--- src/rtl/pipeline_handshake_divider_if.sv ---
// +----------------------------------------------------------------------------+
// | pipeline_handshake_divider_if                                              |
// | Input stream and collapsed output stream of pipeline_handshake_divider.    |
// | Revision: 1.0                                                              |
// +----------------------------------------------------------------------------+
`default_nettype none

interface pipeline_handshake_divider_if #(
  parameter int WORD_WIDTH         = 8,
  parameter int REPEAT_COUNT_WIDTH = 3
);
  logic                          input_data_valid;
  logic                          input_data_ready;
  logic [WORD_WIDTH-1:0]         input_data;
  logic [REPEAT_COUNT_WIDTH-1:0] input_data_repeat_count;
  logic                          output_data_valid;
  logic                          output_data_ready;
  logic [WORD_WIDTH-1:0]         output_data;
  logic [REPEAT_COUNT_WIDTH-1:0] output_data_count;

  modport master (
    output input_data_valid, input_data, input_data_repeat_count, output_data_ready,
    input  input_data_ready, output_data_valid, output_data, output_data_count
  );

  modport slave (
    input  input_data_valid, input_data, input_data_repeat_count, output_data_ready,
    output input_data_ready, output_data_valid, output_data, output_data_count
  );
endinterface

`default_nettype wire

--- src/rtl/pipeline_handshake_divider.sv ---
// +----------------------------------------------------------------------------+
// | pipeline_handshake_divider                                                 |
// | Collapses a group of N input handshakes into one output handshake.         |
// | Option: PIPELINE_HANDSHAKE_DIVIDER_XOR_REDUCE_EN (XOR-reduce the group).   |
// | Revision: 1.0                                                              |
// +----------------------------------------------------------------------------+
`default_nettype none

module pipeline_handshake_divider #(
  parameter int WORD_WIDTH         = 8,
  parameter int MAX_REPEAT_COUNT   = 4,
  parameter int REPEAT_COUNT_WIDTH = $clog2(MAX_REPEAT_COUNT) + 1
) (
  input  wire                            clock,
  input  wire                            clear_n,
  pipeline_handshake_divider_if.slave    bus
);

  localparam logic [1:0] IDLE    = 2'd0;
  localparam logic [1:0] COLLECT = 2'd1;
  localparam logic [1:0] HOLD    = 2'd2;

  localparam logic [REPEAT_COUNT_WIDTH-1:0] c_MAX_COUNT = REPEAT_COUNT_WIDTH'(MAX_REPEAT_COUNT);

  logic [1:0]                    state_q, state_d;
  logic                          ready_q, ready_d;
  logic                          valid_q, valid_d;
  logic [WORD_WIDTH-1:0]         acc_q, acc_d;
  logic [REPEAT_COUNT_WIDTH-1:0] count_q, count_d;
  logic [REPEAT_COUNT_WIDTH-1:0] remaining_q, remaining_d;

  logic                          w_in_hs;
  logic                          w_out_hs;
  logic [REPEAT_COUNT_WIDTH-1:0] w_clamped;
  logic [WORD_WIDTH-1:0]         w_fold;

  assign w_in_hs   = bus.input_data_valid & ready_q;
  assign w_out_hs  = valid_q & bus.output_data_ready;
  assign w_clamped = (bus.input_data_repeat_count > c_MAX_COUNT) ? c_MAX_COUNT
                                                                 : bus.input_data_repeat_count;

`ifdef PIPELINE_HANDSHAKE_DIVIDER_XOR_REDUCE_EN
  assign w_fold = acc_q ^ bus.input_data;
`else
  assign w_fold = bus.input_data;
`endif

  always_comb begin
    state_d     = state_q;
    ready_d     = ready_q;
    valid_d     = valid_q;
    acc_d       = acc_q;
    count_d     = count_q;
    remaining_d = remaining_q;
    case (state_q)
      IDLE: begin
        ready_d = 1'b1;
        valid_d = 1'b0;
        // A zero count sinks the word without touching any output state.
        if (w_in_hs && (w_clamped != '0)) begin
          acc_d   = bus.input_data;
          count_d = w_clamped;
          if (w_clamped == REPEAT_COUNT_WIDTH'(1)) begin
            remaining_d = '0;
            state_d     = HOLD;
            ready_d     = 1'b0;
            valid_d     = 1'b1;
          end else begin
            remaining_d = w_clamped - REPEAT_COUNT_WIDTH'(1);
            state_d     = COLLECT;
          end
        end
      end
      COLLECT: begin
        ready_d = 1'b1;
        if (w_in_hs) begin
          acc_d       = w_fold;
          remaining_d = remaining_q - REPEAT_COUNT_WIDTH'(1);
          if (remaining_q == REPEAT_COUNT_WIDTH'(1)) begin
            state_d = HOLD;
            ready_d = 1'b0;
            valid_d = 1'b1;
          end
        end
      end
      HOLD: begin
        ready_d = 1'b0;
        valid_d = 1'b1;
        if (w_out_hs) begin
          state_d = IDLE;
          ready_d = 1'b1;
          valid_d = 1'b0;
        end
      end
      default: begin
        state_d = IDLE;
        ready_d = 1'b0;
        valid_d = 1'b0;
      end
    endcase
  end

  always_ff @(posedge clock or negedge clear_n) begin
    if (!clear_n) begin
      state_q     <= IDLE;
      ready_q     <= 1'b0;
      valid_q     <= 1'b0;
      acc_q       <= '0;
      count_q     <= '0;
      remaining_q <= '0;
    end else begin
      state_q     <= state_d;
      ready_q     <= ready_d;
      valid_q     <= valid_d;
      acc_q       <= acc_d;
      count_q     <= count_d;
      remaining_q <= remaining_d;
    end
  end

  // The accumulator only changes outside HOLD, so it doubles as the output register.
  assign bus.input_data_ready  = ready_q;
  assign bus.output_data_valid = valid_q;
  assign bus.output_data       = acc_q;
  assign bus.output_data_count = count_q;

endmodule

`default_nettype wire

--- src/flat_wrapper.sv ---
// flat-port wrapper written by rule: the top's interface ports become plain ports
module pipeline_handshake_divider_flat 
#(
  parameter int WORD_WIDTH         = 8,
  parameter int MAX_REPEAT_COUNT   = 4,
  parameter int REPEAT_COUNT_WIDTH = $clog2(MAX_REPEAT_COUNT) + 1
)
  (clock, clear_n, bus_input_data_valid, bus_input_data, bus_input_data_repeat_count, bus_output_data_ready, bus_input_data_ready, bus_output_data_valid, bus_output_data, bus_output_data_count);
  pipeline_handshake_divider_if #(.WORD_WIDTH(WORD_WIDTH), .REPEAT_COUNT_WIDTH(REPEAT_COUNT_WIDTH)) bus_i ();
  input  wire clock;
  input  wire clear_n;
  input wire logic [$bits(bus_i.input_data_valid)-1:0] bus_input_data_valid;
  input wire logic [$bits(bus_i.input_data)-1:0] bus_input_data;
  input wire logic [$bits(bus_i.input_data_repeat_count)-1:0] bus_input_data_repeat_count;
  input wire logic [$bits(bus_i.output_data_ready)-1:0] bus_output_data_ready;
  output wire logic [$bits(bus_i.input_data_ready)-1:0] bus_input_data_ready;
  output wire logic [$bits(bus_i.output_data_valid)-1:0] bus_output_data_valid;
  output wire logic [$bits(bus_i.output_data)-1:0] bus_output_data;
  output wire logic [$bits(bus_i.output_data_count)-1:0] bus_output_data_count;
  assign bus_i.input_data_valid = bus_input_data_valid;
  assign bus_i.input_data = bus_input_data;
  assign bus_i.input_data_repeat_count = bus_input_data_repeat_count;
  assign bus_i.output_data_ready = bus_output_data_ready;
  assign bus_input_data_ready = bus_i.input_data_ready;
  assign bus_output_data_valid = bus_i.output_data_valid;
  assign bus_output_data = bus_i.output_data;
  assign bus_output_data_count = bus_i.output_data_count;
  pipeline_handshake_divider #(.WORD_WIDTH(WORD_WIDTH), .MAX_REPEAT_COUNT(MAX_REPEAT_COUNT), .REPEAT_COUNT_WIDTH(REPEAT_COUNT_WIDTH)) u_core (.clock(clock), .clear_n(clear_n), .bus(bus_i));
endmodule
--- config.mk ---
export PLATFORM = sky130hd
export DESIGN_NAME = pipeline_handshake_divider_flat
export DESIGN_NICKNAME = d
export VERILOG_FILES = /design/src/rtl/pipeline_handshake_divider_if.sv /design/src/rtl/pipeline_handshake_divider.sv /design/src/flat_wrapper.sv
export SDC_FILE = /design/constraint.sdc
export NUM_CORES = 1
export LEC_CHECK = 0
export ABC_CLOCK_PERIOD_IN_PS = 1400
export BUFFER_PORTS_ARGS = -buffer_cell sky130_fd_sc_hd__buf_2
export CORE_ASPECT_RATIO = 1.25
export CORE_MARGIN = 2
export CORE_UTILIZATION = 44
export CTS_BUF_LIST = sky130_fd_sc_hd__clkbuf_16
export CTS_CLUSTER_DIAMETER = 120
export CTS_CLUSTER_SIZE = 16
export DETAILED_ROUTE_END_ITERATION = 6
export PLACE_DENSITY = 0.77
export SETUP_SLACK_MARGIN = 0.2
export SYNTH_ARGS = -nofsm -noshare
export SYNTH_HDL_FRONTEND = slang
export SYNTH_SLANG_ARGS = --single-unit
--- constraint.sdc ---
create_clock -name clock -period 1.4 [get_ports clock]
set_input_delay 0.07 -clock clock [delete_from_list [all_inputs] [get_ports clock]]
set_output_delay 0.07 -clock clock [all_outputs]
set_load 0.02 [all_outputs]
==> results list, run 1 <==
- WHS Endpoint: u_core.bus.output_data[0]$_DFFE_PN0P_
- Summed over all nets, wire length on met3 after detailed routing comes to 143 microns.
- Row Count: 18
- The clock drives 18 sinks.
- Via density per instance: 5.51
- Commonest cells after routing, fill and taps aside: buf_2, dfrtp_1, mux2_4
- Transition time of the tightest slew-check pin: 398 ps
- STA classifies the critical path endpoint as a register.
- The endpoint identified for the worst register-to-register timing path is u_core.bus.output_data_valid$_DFFE_PN0P_.
- After layout, the worst setup slack is -38.2 ps.
* Overall die height: 55.1 microns
* Starting density of the core: 46.3%
* Top metal layer carrying routed signals: met4
- Number of placed cells counting well taps: 130
* CTS Buf Count: 3
* Total of fill cells in the finished design: 132
- Max-Slew Margin vs Limit: 73.5%
* Root buffer cell: clkbuf_16
* Final period utilization: 103%
- The first global-routing pass estimated 3800 microns of wire.
- Synth-to-layout area growth: 64.6%
* Via count of the first global-routing pass: 870
* Post-route total power: 3.43 mW
- After clock tree synthesis, the clock-pin slew on the worst setup and hold paths is 50 ps.
- Post-synthesis cell type count: 29
- Port Buffers: 27
- In this run the remaining antenna-violating nets after routing total 0.
- Entering global routing, the biggest net connects 19 pins.
* Element type at the critical path start: register
- Final period demand of the worst path: 1440 ps
- Averaged over all synthesized cells, the footprint is 12.2 sq um.
- Clk_lat worst skew: 250 ps
* Die outline width: 44.9 microns
* VDD IR max: 1.53 mV
- The checks that failed: setup timing.
- The die covers 2470 sq um.
* Leakage power: 0.752 nW
- Synthesized netlist cell count: 75
- In this run the worst path has a maximum fanout of 4.
* Fmax: 695 MHz
- Iteration-0 DRC count of the detailed router: 4
- Syn. warnings: 0
- Worst reg-to-reg setup slack: -40 ps
- Clk_skew: 3.05 ps
* DRT Wirelength: 2520 microns
- Number of cells on the worst hold path: 2
* Final Instance Count excl. Fillers: 144
- Leading cell type in the layout, fill and taps excluded: buf_2
- Critical path start-end classification: reg -> reg
- Run status: complete, but fails checks
- Setup violations remaining at the end of the flow were counted as 3.
- Power density over the cells: 2270 nW/um^2
* Combined global-route utilization of all metal layers: 22.0%
- For this run, design rule violations remaining after detail routing come to 0.
* Area inside the core boundary: 1980 sq um
* Part of the Yosys area used for sequential elements: 49.0%
- At the end of routability-driven placement, the weighted congestion stood at 0.717.
- Startpoint of the tightest hold check path: bus_input_data[0]
- Wire length on met2: 1420 microns
* Flop and latch count out of synthesis: 18
- Worst EP arrival: 1580 ps
- In this run the deepest clock path goes through 2 buffers.
* Placed wire-length estimate: 1440 microns
* Maximum level of the CTS H-tree: 1
- Routed wire per std cell: 17.5 microns
- Tracing the worst setup path back leads to its startpoint at u_core.state_q[1]$_DFFE_PN0P_.
- Path type of the worst min-delay path: in -> reg
- Crit path required time: 1540 ps
- After the last flow step, the layout net total stands at 145.
* Sum of routed wire segments on met1: 887 microns
- Summing over every cut layer, the via total after detailed routing is 794.
- Antenna Diode Count: 0
- CTS tree: built
* Setup repair after global routing missed its margin: yes
- Across the run, the number of max-cap violations was 0.
- Reg2reg start: u_core.state_q[1]$_DFFE_PN0P_
- For this design the top-level I/O count stands at 28.
- The hold violation count in the final report is 0.
* Share of cells above drive strength 1: 67.7%
- Grt ovf: 0
* Netlist area before placement: 918 sq um
- Final-report max-slew violation count: 0
- Worst setup timing slack at the placement stage: -325 ps
- The number of nets in the synthesized netlist is 95.
* First-pass iteration count of the detailed router: 4
- For the worst flop-to-flop path, the logic depth is 5.
- The initial antenna violation count came to 0.
==> logic make-up (layout without fill, tap and decap cells) <==
family          count (synthesis)  count (layout)  synth area share [%]
mux                            15              15                  18.8
buf+inv                        12              61                  6.13
simple gates                   14              14                  9.13
fa+ha+maj                       5               5                  6.81
flops                          18              18                  49.0
compound gates                 11              11                  10.1
==> worst max-delay path, stage by stage (launching register included) <==
cell and delay, ps:
dfrtp_1 400, buf_6 140, buf_4 140, nor2_2 180, o21ai_1 190, a32o_1 260
==> what timing repair did <==
| action | in CTS | in global routing |
|---|---|---|
| resized for setup | 34 | 13 |
| endpoints found under the setup margin | 18 | 18 |
| setup buffers | 6 | 2 |
| hold buffers | 1 | 0 |
| gates cloned | 1 | 0 |
| hold endpoints to repair | 18 | 0 |
| pin swaps | 9 | 6 |
==> layer usage <==
metal,up-vias,track usage (%)
met4,0,13.7
met5,-,0
li1,365,-
met1,388,23.1
met2,34,39.6
met3,7,4.87
==> through the flow <==
step	hold slack [ps]	cell area [sq um]	utilization, %	setup TNS (ps)
after floorplan	-226	960	-	-1350
after global placement	21.4	1180	59.3	-2920
after detailed placement	26.9	1180	59.3	-3510
after CTS	50.4	1440	72.7	0
after global routing	54.6	1510	76.3	-435
final	50.5	1510	76.3	-59.6
==> final cells by class <==
cell class / instances / area (sq um) / area share (%)
clock buffer: 3 / 75.1 / 4.97
clock inverter: 1 / 3.75 / 0.248
inverter: 10 / 37.5 / 2.48
multi-input combinational: 45 / 584 / 38.7
sequential: 18 / 452 / 29.9
tap: 20 / 25.0 / 1.66
timing repair buffer: 47 / 334 / 22.1
==> flip-flops by register name (all words and copies together), names as in the netlist <==
name and flops:
u_core.bus.output_data_valid 1, u_core.bus.output_data_count 3, u_core.remaining_q 3, u_core.state_q 2
u_core.bus.input_data_ready 1, u_core.bus.output_data 8
==> synthesized netlist by cell type, drive strengths merged <==
cell type / instances / share of area, %
buf: 2 / 2.0
a32o: 1 / 1.1
nor2: 1 / 0.41
nand2b: 2 / 1.4
mux2: 12 / 16
ha: 5 / 6.8
o41ai: 1 / 0.95
o2bb2ai: 1 / 0.95
a2111oi: 1 / 0.95
nor3: 1 / 0.54
inv: 10 / 4.1
nand2: 3 / 1.2
nor4bb: 1 / 1.1
a41o: 1 / 1.1
nor2b: 2 / 1.4
and3: 1 / 0.68
o21ai: 1 / 0.54
a41oi: 2 / 1.9
and2: 1 / 0.68
a31o: 1 / 0.95
dfrtp: 18 / 49
or4: 1 / 1.2
nand3: 1 / 0.54
a21boi: 2 / 1.6
mux2i: 3 / 3.3
==> power by group <==
group / switching (mW) / leakage [nW] / internal, mW / total (mW)
Combinational: 0.904 / 0.500 / 0.978 / 1.88
Sequential: 0.197 / 0.214 / 0.780 / 0.977
Clock: 0.191 / 0.0385 / 0.380 / 0.570
Total: 1.29 / 0.752 / 2.14 / 3.43
==> worst max path at each step <==
stage | depth (start not counted) | slack [ps] | end
2_1_floorplan | 8 | -150 | u_core.bus.output_data[0]$_DFFE_PN0P_
3_3_place_gp | 9 | -260 | u_core.bus.output_data[2]$_DFFE_PN0P_
3_5_place_dp | 9 | -320 | u_core.bus.output_data[7]$_DFFE_PN0P_
4_1_cts | 4 | 0.3 | u_core.bus.output_data[3]$_DFFE_PN0P_
5_1_grt | 5 | -90 | u_core.bus.output_data_valid$_DFFE_PN0P_
6_report | 5 | -40 | u_core.bus.output_data_valid$_DFFE_PN0P_
(Power assumes the default switching activity.)
==> run 2, diff against run 1 <==
--- a/config.mk
+++ b/config.mk
@@ -5,10 +5,9 @@
 export SDC_FILE = /design/constraint.sdc
 export NUM_CORES = 1
 export LEC_CHECK = 0
-export ABC_CLOCK_PERIOD_IN_PS = 1400
+export ABC_CLOCK_PERIOD_IN_PS = 1300
 export BUFFER_PORTS_ARGS = -buffer_cell sky130_fd_sc_hd__buf_2
 export CORE_ASPECT_RATIO = 1.25
-export CORE_MARGIN = 2
 export CORE_UTILIZATION = 44
 export CTS_BUF_LIST = sky130_fd_sc_hd__clkbuf_16
 export CTS_CLUSTER_DIAMETER = 120
==> constraint.sdc (replaced) <==
create_clock -name clock -period 1.3 [get_ports clock]
set_input_delay 0.065 -clock clock [delete_from_list [all_inputs] [get_ports clock]]
set_output_delay 0.065 -clock clock [all_outputs]
set_load 0.02 [all_outputs]
==> results list, run 2 (synthesized netlist as in run 1, its figures left out) <==
- Remaining design rule violation count: 0
- Finished layout cell area: 1490 sq um
* Critical path start-end classification: reg -> reg
- Area inside the core boundary: 1980 sq um
- Along the worst path, the maximum fanout reaches 3.
- Root buffer cell: clkbuf_16
- The register with the most flip-flops in the layout has 8 of them.
- The first global-routing pass estimated 3420 microns of wire.
- Max Cap Viol: 0
- Before antenna repair, the detailed router went through 4 iterations.
* Sink count of the clock tree: 18
- The run finished, with violations left.
- Crit path launch: u_core.state_q[1]$_DFFE_PN0P_
* Worst EP arrival: 1530 ps
- CTS Buf Count: 3
- The post-route netlist has 65.6% of its cells at a drive strength greater than 1.
- Counting I/O delays and the setup requirement, the final critical path takes 1400 ps.
- Worst setup slack after layout: -95.1 ps
- Leaving out filler cells and counting taps, the final layout contains 142.
* Post-route total power: 3.69 mW
- Count of nets left with antenna violations after detail routing: 0
- The min-delay analysis places its worst path in the category in -> reg.
- Reg2reg start: u_core.state_q[1]$_DFFE_PN0P_
- Static timing analysis puts the maximum clock frequency at 717 MHz.
* Die area: 2280 sq um
- VDD sags by at most 1.66 mV.
- STA classifies the critical path startpoint as a register.
* Combined global-route utilization of all metal layers: 21.4%
- In this run the vertical extent of the chip is 53.1 microns.
- In this run the critical register-to-register path is captured at u_core.bus.output_data_count[0]$_DFFE_PN0P_.
- The library cell used most frequently in the layout, excluding fill and tap cells, is buf_2.
* NumNets Final: 144
* Via count of the first global-routing pass: 733
- CTS max path bufs: 2
* Setup crit end kind: register
- For this configuration, the core starts out at a cell density of 46.3%.
- Via count of the routed design: 783
- Commonest cells after routing, fill and taps aside: buf_2, dfrtp_1, mux2_4, buf_4, buf_6
- The number of cells on the worst reg-to-reg path is 2.
- After clock tree synthesis, the clock-pin slew on the worst setup and hold paths is 50 ps.
- For the final database, setup skew stands at 2.13 ps.
- Post-place instance area: 1180 sq um
* Worst reg-to-reg setup slack: -100 ps
* Max-Slew Margin vs Limit: 71.6%
- Cells fill 74.9% of the core in the end.
* Crit path required time: 1430 ps
- During I/O placement, the number of pins put on the boundary was 28.
* Final-report max-slew violation count: 0
- The most critical setup path has its endpoint at u_core.bus.output_data_count[0]$_DFFE_PN0P_.
- Number of placed cells counting well taps: 131
- Final-layout worst hold slack: 44.0 ps
- Worst setup timing slack at the placement stage: -380 ps
- Placer Congestion: 0.716
- Antenna violations before repair: 0
- Antenna Diode Count: 0
* Transition time of the tightest slew-check pin: 426 ps
* Routed wire per std cell: 16.3 microns
- Violated checks: setup timing
* Leakage power: 0.735 nW
* CTS tree: built
- Synth-to-layout area growth: 61.7%
* Sum Neg Setup Slack: -809 ps
- Grt ovf: 0
- Iteration-0 DRC count of the detailed router: 12
- Via density per instance: 5.51
- Hold Vio Cnt, Final: 0
* Final period utilization: 107%
- Row Count: 18
* Die outline width: 42.9 microns
* Maximum level of the CTS H-tree: 1
* Placed wire-length estimate: 1350 microns
* Clk_lat worst skew: 250 ps
- Setup violations remaining at the end of the flow were counted as 15.
- In this run the power density over the cells is 2490 nW/um^2.
- For this block, the routed nets add up to 2320 microns of wire.
- Port Buffers: 27
- Setup repair after global routing could not meet its margin everywhere.
* Largest net degree at the start of global routing: 19
[run 2: worst min-delay path by stage]
stage                           start                                     endpoint  slack [ps]  depth (start not counted)
floorplan                     clear_n        u_core.bus.input_data_ready$_DFF_PN0_        -230                          0
global placement              clear_n  u_core.bus.output_data_count[0]$_DFFE_PN0P_          20                          1
detailed placement            clear_n  u_core.bus.output_data_count[0]$_DFFE_PN0P_          20                          1
CTS                 bus_input_data[3]        u_core.bus.output_data[3]$_DFFE_PN0P_          40                          2
global route        bus_input_data[3]        u_core.bus.output_data[3]$_DFFE_PN0P_          40                          2
finish              bus_input_data[3]        u_core.bus.output_data[3]$_DFFE_PN0P_          40                          2
[run 2: timing repair]
item	CTS	global route
buffers inserted	4	2
gates resized for setup	28	14
hold endpoints to repair	18	0
gates cloned	1	0
pin swaps	6	8
hold buffers	1	0
setup endpoints to repair	18	18
[run 2: per-layer routing]
metal,global-route usage (%),vias up,routed length (microns)
met5,0,-,0
met4,9.38,0,46
met1,24.5,383,926
met2,38.4,32,1220
li1,-,362,-
met3,4.10,6,129
[run 2: layout make-up]
type | instances | area, sq um
Multi-Input combinational cell | 45 | 581
Fill cell | 140 | 497
Sequential cell | 18 | 450
Timing Repair Buffer | 46 | 317
Clock buffer | 3 | 75.1
Inverter | 10 | 37.5
Tap cell | 20 | 25.0
[run 2: where the power goes]
group          internal (mW)  total [mW]  leakage (nW)  switching (mW)
Clock                  0.405       0.611        0.0370           0.206
Combinational           1.07        2.06         0.483           0.988
Sequential             0.836        1.02         0.215           0.185
Total                   2.31        3.69         0.735            1.38
[run 2: worst max-delay path: stages, from the launching register on]
cell,delay (ps)
dfrtp_1,390
or4_4,580
mux2_4,320
==> run 3, diff against run 2 <==
--- a/config.mk
+++ b/config.mk
@@ -5,6 +5,7 @@
 export SDC_FILE = /design/constraint.sdc
 export NUM_CORES = 1
 export LEC_CHECK = 0
+export ABC_AREA = 1
 export ABC_CLOCK_PERIOD_IN_PS = 1300
 export BUFFER_PORTS_ARGS = -buffer_cell sky130_fd_sc_hd__buf_2
 export CORE_ASPECT_RATIO = 1.25
==> results list, run 3 <==
* Run status: finished, final reports clean
- Fill cells in the final layout number 129.
- Synthesis produced a netlist with a net count of 129.
* Transition time of the tightest slew-check pin: 393 ps
* Max-Slew Margin vs Limit: 73.8%
- The tool flagged a number of max-cap violations equal to 0.
- Dominant cell by count in the synthesized netlist: nand2_1
* Global-route wire length before repair: 3440 microns
* Global-route met1 utilization: 21.9%
- The layer flagged by global routing as most heavily used is met2.
* Maximum level of the CTS H-tree: 1
* Syn. warnings: 0
* Biggest area consumer among synthesized cells: dfrtp_1
- Setup repair after global routing could not meet its margin everywhere.
* Share of total power in the clock network: 18.3%
- CTS Buf Count: 3
* Critical path start-end classification: reg -> reg
- Clock edge transition at the registers on the reported setup and hold paths: 50 ps
- Timing would allow up to 852 MHz.
* Antenna Diode Count: 0
- Routed wire per std cell: 12.9 microns
- CTS max path bufs: 2
- Row generation in the floorplan step produced 17 rows.
* Fraction of synthesized cell area taken by the top area cell type: 50.0%
- Setup crit end kind: register
* Final Instance Count excl. Fillers: 171
* Via count of the first global-routing pass: 827
* Count of endpoints failing setup in the final report: 0
- Most common flop cell mapped by yosys: dfrtp_1
- Hold timing on the final database bottoms out at a slack of 13.6 ps.
* Post-synthesis cell type count: 17
- Met3 global-route usage: 4.48%
* Global-route track usage on met2: 39.7%
- Adding up every negative setup slack in the final design gives 0 ps.
* Fraction of power consumed by sequential logic: 31.5%
- Worst setup timing slack at the placement stage: -39.9 ps
* Root buffer cell: clkbuf_16
* Share of cells above drive strength 1: 47.4%
- Starting density of the core: 48.7%
- In the synthesized netlist, the number of instances is 109.
- DRT Wirelength: 2210 microns
- For this design the static power due to leakage is 0.745 nW.
- Summed over all nets, the half-perimeter wirelength after detailed placement is 1400 microns.
- The library cell used most frequently in the layout, excluding fill and tap cells, is nand2_1.
* NumNets Final: 173
- In this run the cell area of the synthesized design comes to 901 sq um.
- Entering global routing, the biggest net connects 19 pins.
* Number of placed cells counting well taps: 160
- Final-report max-slew violation count: 0
* Net switching power figure: 1.37 mW
- The worst hold path belongs to the class in -> reg.
- Commonest cells after routing, fill and taps aside: nand2_1, buf_2, dfrtp_1
- The share of total power dissipated in combinational logic is 50.2%.
- By area the synthesized netlist is led by dfrtp_1, nand2_1, ha_1.
- Port Buffers: 27
* Via count of the routed design: 856
- CTS tree: built
* Avg Cell Area, Syn: 8.26 sq um
* Die area: 2230 sq um
- Net switching is 41.5% of the power.
* Clk_lat worst skew: 250 ps
- For the worst setup path, the data arrival time is 1310 ps.
- Worst setup slack after layout: 126 ps
- The initial antenna violation count was 0.
- From bottom edge to top edge, the die measures 52.6 microns.
* Element type at the critical path start: register
- Via density per instance: 5.01
- Iteration-0 DRC count of the detailed router: 27
- Part of the Yosys area used for sequential elements: 50.0%
* First-pass iteration count of the detailed router: 4
- Hold Vio Cnt, Final: 0
* Number of enable-type register cells in the synthesized netlist: 0
- Crit path required time: 1440 ps
* Synth top cells by count: nand2_1, dfrtp_1, nand3_1, inv_1, o21ai_0
- Pin placement for this block handled 28 I/O pins.
* Flip-flop count of the largest register, all copies and words added: 8
- Placer Congestion: 0.832
- Counting every sink on the clock net gives 18.
* Flop and latch count out of synthesis: 18
- Synth-to-layout area growth: 52.9%
* Remaining design rule violation count: 0
- Along the worst path, the maximum fanout reaches 5.
- Grt ovf: 0
- The worst-case IR drop observed on VDD is 1.38 mV.
- For this run, asynchronously set or reset flops after synthesis account for 100%.
* Combined global-route utilization of all metal layers: 21.0%
* Cell internal power dissipation: 1.94 mW
* Final period utilization: 90.3%
- Total power for the finished layout comes to 3.31 mW.
* Die outline width: 42.5 microns
- Area inside the core boundary: 1850 sq um
- Final period demand of the worst path: 1170 ps
- Power density over the cells: 2400 nW/um^2
- Clk_skew: 2.83 ps
- Count of nets left with antenna violations after detail routing: 0
-- run 3: layer usage --
layer	routed length, microns	share of wire [%]	vias up
met5	0	0	-
met1	863	39	383
met2	1200	54	33
met4	46	2.1	0
met3	101	4.6	6
li1	-	-	434
-- run 3: worst max-delay path, cell delays in order, from the launching register on --
cell and delay, ps:
dfrtp_1 430, inv_2 80, nand2_2 60, inv_4 90, nand3_4 120, buf_6 170
nand3_2 50, nand2_1 50
-- run 3: logic make-up (layout without fill, tap and decap cells) --
family	count (synthesis)	in the layout	share of synthesized area (%)
buffers and inverters	13	56	6.80
DFF	18	18	50.0
AOI/OAI and AO/OA	11	11	6.39
and+or+nand+nor	62	62	29.9
adders and majority gates	5	5	6.94
-- run 3: per-stage QoR --
stage          area (sq um)  util, %
6_report               1380     74.4
5_1_grt                1380     74.4
4_1_cts                1350     73.0
3_5_place_dp           1180     63.8
3_3_place_gp           1180     63.8
2_1_floorplan           976        -
-- run 3: cell type report --
cell class	instances	area [sq um]	share of cell area, %
Clock buffer	3	75.1	5.45
Clock inverter	1	3.75	0.272
Inverter	10	43.8	3.18
Multi-Input combinational cell	78	505	36.7
Sequential cell	18	452	32.8
Tap cell	19	23.8	1.73
Timing Repair Buffer	42	274	19.9
-- run 3: path summary, 6_finish.rpt --
kind	from	endpoint	slack (ps)	cells after the start
worst max-delay path	u_core.state_q[1]$_DFFE_PN0P_	u_core.bus.output_data[5]$_DFFE_PN0P_	130	7
worst min-delay path	bus_input_data[7]	u_core.bus.output_data[7]$_DFFE_PN0P_	10	3
worst max register to register	u_core.state_q[1]$_DFFE_PN0P_	u_core.bus.output_data[5]$_DFFE_PN0P_	130	7
worst min register to register	u_core.bus.output_data_count[2]$_DFFE_PN0P_	u_core.bus.output_data_count[2]$_DFFE_PN0P_	490	2
max in group asynchronous	clear_n	u_core.bus.input_data_ready$_DFF_PN0_	720	2
min in group asynchronous	clear_n	u_core.remaining_q[1]$_DFFE_PN0P_	270	2
-- run 3: repair_timing --
action | in CTS | in global routing
endpoints found under the setup margin | 18 | 18
hold endpoints to repair | 18 | 0
pin swaps | 6 | 0
hold buffers | 1 | 0
buffers inserted | 4 | 2
resized for setup | 15 | 5
-- run 3: power groups by stage --
| stage | combinational [mW] | clock (mW) | sequential, mW |
|---|---|---|---|
| after floorplan | 0.705 | 0 | 1.24 |
| final | 1.66 | 0.606 | 1.04 |
| after CTS | 1.53 | 0.616 | 1.03 |
| after detailed placement | 1.35 | 0 | 1.01 |
| after global placement | 1.31 | 0 | 0.996 |
| after global routing | 1.81 | 0.644 | 1.07 |
